===== src/rtl/uart_tx_if.sv =====
// Host/serializer-facing signal bundle of the UART transmit frame controller.
// master = host plus serializer side, slave = the frame controller.
interface uart_tx_if #(
  parameter int DATA_WIDTH = 8
);
  logic [DATA_WIDTH-1:0] P_DATA;
  logic                  Data_Valid;
  logic                  PAR_EN;
  logic                  PAR_TYP;
  logic                  Ser_Data;
  logic                  Ser_Done;
  logic                  Ser_Load;
  logic                  Ser_Enable;
  logic                  TX_OUT;
  logic                  BUSY;
  logic                  Ready;
  logic                  Frame_Err;

  modport master (
    output P_DATA, Data_Valid, PAR_EN, PAR_TYP, Ser_Data, Ser_Done,
    input  Ser_Load, Ser_Enable, TX_OUT, BUSY, Ready, Frame_Err
  );

  modport slave (
    input  P_DATA, Data_Valid, PAR_EN, PAR_TYP, Ser_Data, Ser_Done,
    output Ser_Load, Ser_Enable, TX_OUT, BUSY, Ready, Frame_Err
  );
endinterface


===== src/rtl/uart_tx_ctrl.sv =====
// UART transmit frame controller: accepts a byte, sequences the serializer and
// drives start / data / optional parity / stop bits, one bit per clock.
module uart_tx_ctrl #(
  parameter int DATA_WIDTH = 8
) (
  input  logic     CLK,
  input  logic     RST,
  uart_tx_if.slave bus
);

  localparam int CW = $clog2(DATA_WIDTH + 2);

  typedef enum logic [2:0] {
    IDLE   = 3'd0,
    START  = 3'd1,
    DATA   = 3'd2,
    PARITY = 3'd3,
    STOP   = 3'd4
  } state_t;

  state_t          state_q, state_d;
  logic            pen_q, pen_d;
  logic            par_q, par_d;
  logic [CW-1:0]   cnt_q, cnt_d;
  logic            ferr_q, ferr_d;
  logic            ready;
  logic            accept;

  function automatic logic calc_parity(input logic [DATA_WIDTH-1:0] d, input logic odd);
    return (^d) ^ odd;
  endfunction

  always_ff @(posedge CLK) begin
    if (RST) begin
      state_q <= IDLE;
      pen_q   <= 1'b0;
      par_q   <= 1'b0;
      cnt_q   <= '0;
      ferr_q  <= 1'b0;
    end else begin
      state_q <= state_d;
      pen_q   <= pen_d;
      par_q   <= par_d;
      cnt_q   <= cnt_d;
      ferr_q  <= ferr_d;
    end
  end

  always_comb begin
    state_d        = state_q;
    pen_d          = pen_q;
    par_d          = par_q;
    cnt_d          = '0;
    ferr_d         = 1'b0;
    bus.Ser_Load   = 1'b0;
    bus.Ser_Enable = 1'b0;
    bus.TX_OUT     = 1'b1;
    ready          = (state_q == IDLE) || (state_q == STOP);
    accept         = bus.Data_Valid && ready;

    case (state_q)
      IDLE:   bus.TX_OUT = 1'b1;
      START: begin
        bus.TX_OUT = 1'b0;
        state_d    = DATA;
      end
      DATA: begin
        bus.TX_OUT     = bus.Ser_Data;
        bus.Ser_Enable = 1'b1;
        // cnt_q holds completed DATA cycles; this one is the (DATA_WIDTH+1)th
        if (bus.Ser_Done) begin
          state_d = pen_q ? PARITY : STOP;
        end else if (cnt_q == CW'(DATA_WIDTH)) begin
          ferr_d  = 1'b1;
          state_d = STOP;
        end else begin
          cnt_d = cnt_q + CW'(1);
        end
      end
      PARITY: begin
        bus.TX_OUT = par_q;
        state_d    = STOP;
      end
      STOP: begin
        bus.TX_OUT = 1'b1;
        state_d    = IDLE;
      end
      default: state_d = IDLE;
    endcase

    // Accept only happens in IDLE or STOP, so it may override the next state
    if (accept) begin
      bus.Ser_Load = 1'b1;
      pen_d        = bus.PAR_EN;
      par_d        = calc_parity(bus.P_DATA, bus.PAR_TYP);
      state_d      = START;
    end
  end

  assign bus.Ready     = ready;
  assign bus.BUSY      = (state_q != IDLE);
  assign bus.Frame_Err = ferr_q;

endmodule


===== src/flat_wrapper.sv =====
// flat-port wrapper written by rule: the top's interface ports become plain ports
module uart_tx_ctrl_flat 
#(
  parameter int DATA_WIDTH = 8
)
  (CLK, RST, bus_P_DATA, bus_Data_Valid, bus_PAR_EN, bus_PAR_TYP, bus_Ser_Data, bus_Ser_Done, bus_Ser_Load, bus_Ser_Enable, bus_TX_OUT, bus_BUSY, bus_Ready, bus_Frame_Err);
  uart_tx_if #(.DATA_WIDTH(DATA_WIDTH)) bus_i ();
  input  logic CLK;
  input  logic RST;
  input wire logic [$bits(bus_i.P_DATA)-1:0] bus_P_DATA;
  input wire logic [$bits(bus_i.Data_Valid)-1:0] bus_Data_Valid;
  input wire logic [$bits(bus_i.PAR_EN)-1:0] bus_PAR_EN;
  input wire logic [$bits(bus_i.PAR_TYP)-1:0] bus_PAR_TYP;
  input wire logic [$bits(bus_i.Ser_Data)-1:0] bus_Ser_Data;
  input wire logic [$bits(bus_i.Ser_Done)-1:0] bus_Ser_Done;
  output wire logic [$bits(bus_i.Ser_Load)-1:0] bus_Ser_Load;
  output wire logic [$bits(bus_i.Ser_Enable)-1:0] bus_Ser_Enable;
  output wire logic [$bits(bus_i.TX_OUT)-1:0] bus_TX_OUT;
  output wire logic [$bits(bus_i.BUSY)-1:0] bus_BUSY;
  output wire logic [$bits(bus_i.Ready)-1:0] bus_Ready;
  output wire logic [$bits(bus_i.Frame_Err)-1:0] bus_Frame_Err;
  assign bus_i.P_DATA = bus_P_DATA;
  assign bus_i.Data_Valid = bus_Data_Valid;
  assign bus_i.PAR_EN = bus_PAR_EN;
  assign bus_i.PAR_TYP = bus_PAR_TYP;
  assign bus_i.Ser_Data = bus_Ser_Data;
  assign bus_i.Ser_Done = bus_Ser_Done;
  assign bus_Ser_Load = bus_i.Ser_Load;
  assign bus_Ser_Enable = bus_i.Ser_Enable;
  assign bus_TX_OUT = bus_i.TX_OUT;
  assign bus_BUSY = bus_i.BUSY;
  assign bus_Ready = bus_i.Ready;
  assign bus_Frame_Err = bus_i.Frame_Err;
  uart_tx_ctrl #(.DATA_WIDTH(DATA_WIDTH)) u_core (.CLK(CLK), .RST(RST), .bus(bus_i));
endmodule

===== config.mk =====
export PLATFORM = sky130hd
export DESIGN_NAME = uart_tx_ctrl_flat
export DESIGN_NICKNAME = d
export VERILOG_FILES = /design/src/rtl/uart_tx_if.sv /design/src/rtl/uart_tx_ctrl.sv /design/src/flat_wrapper.sv
export SDC_FILE = /design/constraint.sdc
export NUM_CORES = 1
export LEC_CHECK = 0
export CORE_MARGIN = 4
export CORE_UTILIZATION = 40
export DETAILED_ROUTE_END_ITERATION = 12
export DONT_BUFFER_PORTS = 1
export GPL_ROUTABILITY_DRIVEN = 0
export HOLD_SLACK_MARGIN = 0.08
export PLACE_DENSITY = 0.55
export SLEW_MARGIN = 40
export SYNTH_ARGS = -nofsm -noshare
export SYNTH_HDL_FRONTEND = slang
export SYNTH_SLANG_ARGS = --single-unit

===== constraint.sdc =====
create_clock -name CLK -period 1.4 [get_ports CLK]
set_input_delay 0.21 -clock CLK [delete_from_list [all_inputs] [get_ports CLK]]
set_output_delay 0.21 -clock CLK [all_outputs]
set_load 0.01 [all_outputs]

==> flow_summary_export.csv <==
group,metric,value,unit
status,outcome,"complete, no violations",
clocking,path_clk_slew,60,ps
routing,drc,0,
routing,vias_per_cell,5.07,
run,maxCapViolations,0,
clocking,numCtsBuffers,3,
power,clkPwrFrac,0.308,
routing,drt_iter0_drc,0,
floorplanning,ios,21,
routing,routed_wl,1150,um
logic_synthesis,synth.cell_area,556,um2
floorplanning,dieArea,2050,um2
floorplanning,core-area,1300,um2
timing,worst_pin_slew,294,ps
hold_path,holdCritPathClass,"input pin to register",
finish,nFillCells,139,
placed_design,dpl.hpwl,796,um
clocking,clockBufferDepth,2,
worst_setup_path,r2r_start,"u_core.state_q[2]",
global_route,grt_overflow,0,
logic_synthesis,synth_area_per_cell,9.11,um2
routing,drtAntennaViolNets,0,
logic_synthesis,netlist.area_leader.share,0.360,
routing,drt_pass1_iterations,1,
global_route,grtUsageTotal,0.118,
worst_setup_path,reg2reg_to,"u_core.state_q[1]",
worst_setup_path,criticalPathCategory,"register to primary output",
timing,period_share,0.983,
power,switching_power,0.152,mW
placed_design,io_buffers,0,
timing,max_freq,726,MHz
routing,avgRoutedWirePerCell,13.7,um
finish,synthToLayoutAreaGrowth,20.9,%
floorplanning,rows,13,
worst_setup_path,worstPathArrival,1170,ps
global_route,grt_pass1_vias,399,
floorplanning,dieWidth,45.3,um
worst_setup_path,r2r_cells,5,
timing,drv_slew,0,
logic_synthesis,seq_area_frac_synth,0.360,
clocking,cts_root_buf,"clkbuf_4",
logic_synthesis,syn_inst,61,
power,swShare,0.249,
worst_setup_path,end_kind,"primary output",
floorplanning,die_height,45.3,um
clocking,htree_levels,1,
logic_synthesis,ys_warn_count,0,
worst_setup_path,cp.required,1190,ps
hold_path,whs_endpoint,"u_core.state_q[0]",
logic_synthesis,synthTopCellsByArea,"dfxtp_1, xnor2_1, xor2_1, ha_1, nand2_1",
power,ir_drop,0.000557,V
power,power.share.combinational,0.191,
timing,min_period,1380,ps
global_route,antenna_found_initial,0,
logic_synthesis,ys_ff_latch,10,
timing,holdWs,102,ps
routing,vias,426,
hold_path,min_from,"bus_Ser_Done",
logic_synthesis,synth_nets,78,
power,leakage,0.262,nW
finish,n_antenna_cell,0,
finish,drive_gt1_frac,0.275,
timing,slew_headroom,0.803,
timing,tns,0,ps
worst_setup_path,start_kind,"register",
timing,hold_viol_final,0,
placed_design,place_area,586,um2
power,power_density,911,nW/um2
logic_synthesis,synth.distinct_cells,27,
timing,final-setup-viol-count,0,
clocking,clk_latency,260,ps
worst_setup_path,ff2ff_setup_slack,140,ps
hold_path,hold_depth,2,
clocking,tritoncts,"done",
worst_setup_path,cp_max_fo,5,
global_route,grt_max_degree,7,
logic_synthesis,synth_area_leader_cell,"dfxtp_1",
timing,fin_worst_skew,8.07,ps
power,p_seq_frac,0.501,
power,power.internal,0.460,mW
finish,final_cell_area,672,um2
clocking,cts.sinks,10,
global_route,grt_pass1_wl,1700,um
power,finalPower,0.612,mW
floorplanning,initial_core_util,0.427,
finish,nNetsFinal,88,
==> placed cells by master (no fill, tap or decap), types with 3 or more instances in the layout <==
master         instances
dfxtp_1                8
dlygate4sd3_1          3
xnor2_1                4
nor2_1                 4
a21oi_1                3
clkbuf_4               3
nand2_1                5
inv_1                  3
nand3b_1               3
xor2_1                 3
==> logic make-up after synthesis <==
family                   after synthesis  share of synthesized area
adder cells (fa/ha/maj)                2                     0.0450
XOR/XNOR                               8                      0.151
AO/OA/AOI/OAI                          7                     0.0766
flip-flops                            10                      0.360
AND/OR/NAND/NOR                       28                      0.324
buffers and inverters                  6                     0.0428
==> cell usage after synthesis <==
library cell,instances
inv_1,4
o21ai_0,1
clkbuf_1,1
o21a_1,1
xnor2_1,4
a22oi_1,1
ha_1,2
a21oi_1,3
clkinv_2,1
nor2_1,5
or3b_4,1
nand3_1,2
nand2_1,6
or3_1,1
and4b_1,1
nor4_1,2
or3b_1,1
xor2_1,3
o211ai_1,1
xnor3_1,1
nor3_2,2
or2_2,1
nor3_1,1
nand3b_1,3
nand3b_4,1
and3_1,1
dfxtp_1,10
==> worst max-delay path, stage by stage, from the launching register on <==
cell     delay (ps)
dfxtp_2         340
buf_6           130
nor2_4          110
a22oi_2          60
or2_4           260
==> sequential cells by signal, summed over array words and instances (netlist names) <==
signal,cells
u_core.par_q,1
u_core.bus.Frame_Err,1
u_core.cnt_q,4
u_core.state_q,3
u_core.pen_q,1
==> power groups by stage <==
stage / Clock, mW / Combinational (mW) / Sequential [mW]
after floorplan: 0 / 0.0799 / 0.310
after global placement: 0 / 0.0923 / 0.311
after detailed placement: 0 / 0.0932 / 0.311
after CTS: 0.201 / 0.107 / 0.305
after global routing: 0.209 / 0.128 / 0.308
final: 0.189 / 0.117 / 0.307
==> timing repair <==
item / in CTS / in global routing
hold endpoints to repair: 6 / 0
gates resized for setup: 3 / 7
pin swaps: 0 / 2
hold buffers: 3 / 0
endpoints found under the setup margin: 2 / 1
setup buffers: 0 / 1
==> layer usage <==
layer  GRT usage  part of all wire  up-vias  routed length, um
met1       0.125              0.43      187                499
met5           0                 0        -                  0
met3      0.0837             0.082        0                 94
met4      0.0351                 0        0                  0
met2       0.186              0.48       14                556
li1            -                 -      225                  -
==> worst max path at each step <==
stage	from	to	slack, ps	cells past startpoint
CTS	u_core.state_q[0]	bus_TX_OUT	5	4
global placement	u_core.state_q[0]	u_core.pen_q	180	4
finish	u_core.state_q[0]	bus_TX_OUT	20	4
global route	u_core.state_q[0]	bus_TX_OUT	-20	4
detailed placement	u_core.state_q[2]	u_core.state_q[1]	160	5
floorplan	u_core.state_q[1]	u_core.state_q[1]	180	5
==> per-stage QoR <==
stage	std cells	setup slack (ps)	utilization
floorplan	61	176	-
global placement	77	185	0.450
detailed placement	77	165	0.450
CTS	83	5.49	0.494
global route	84	-18.6	0.516
finish	84	23.3	0.516
==> cell type report <==
class	count	area, um2	area share
clock buffers	3	22.5	0.0335
inverters	5	20.0	0.0298
multi-input cells	45	352	0.523
flip-flops and latches	10	203	0.302
well taps	15	18.8	0.0279
repair buffers	6	56.3	0.0838
(Power assumes the default switching activity.)
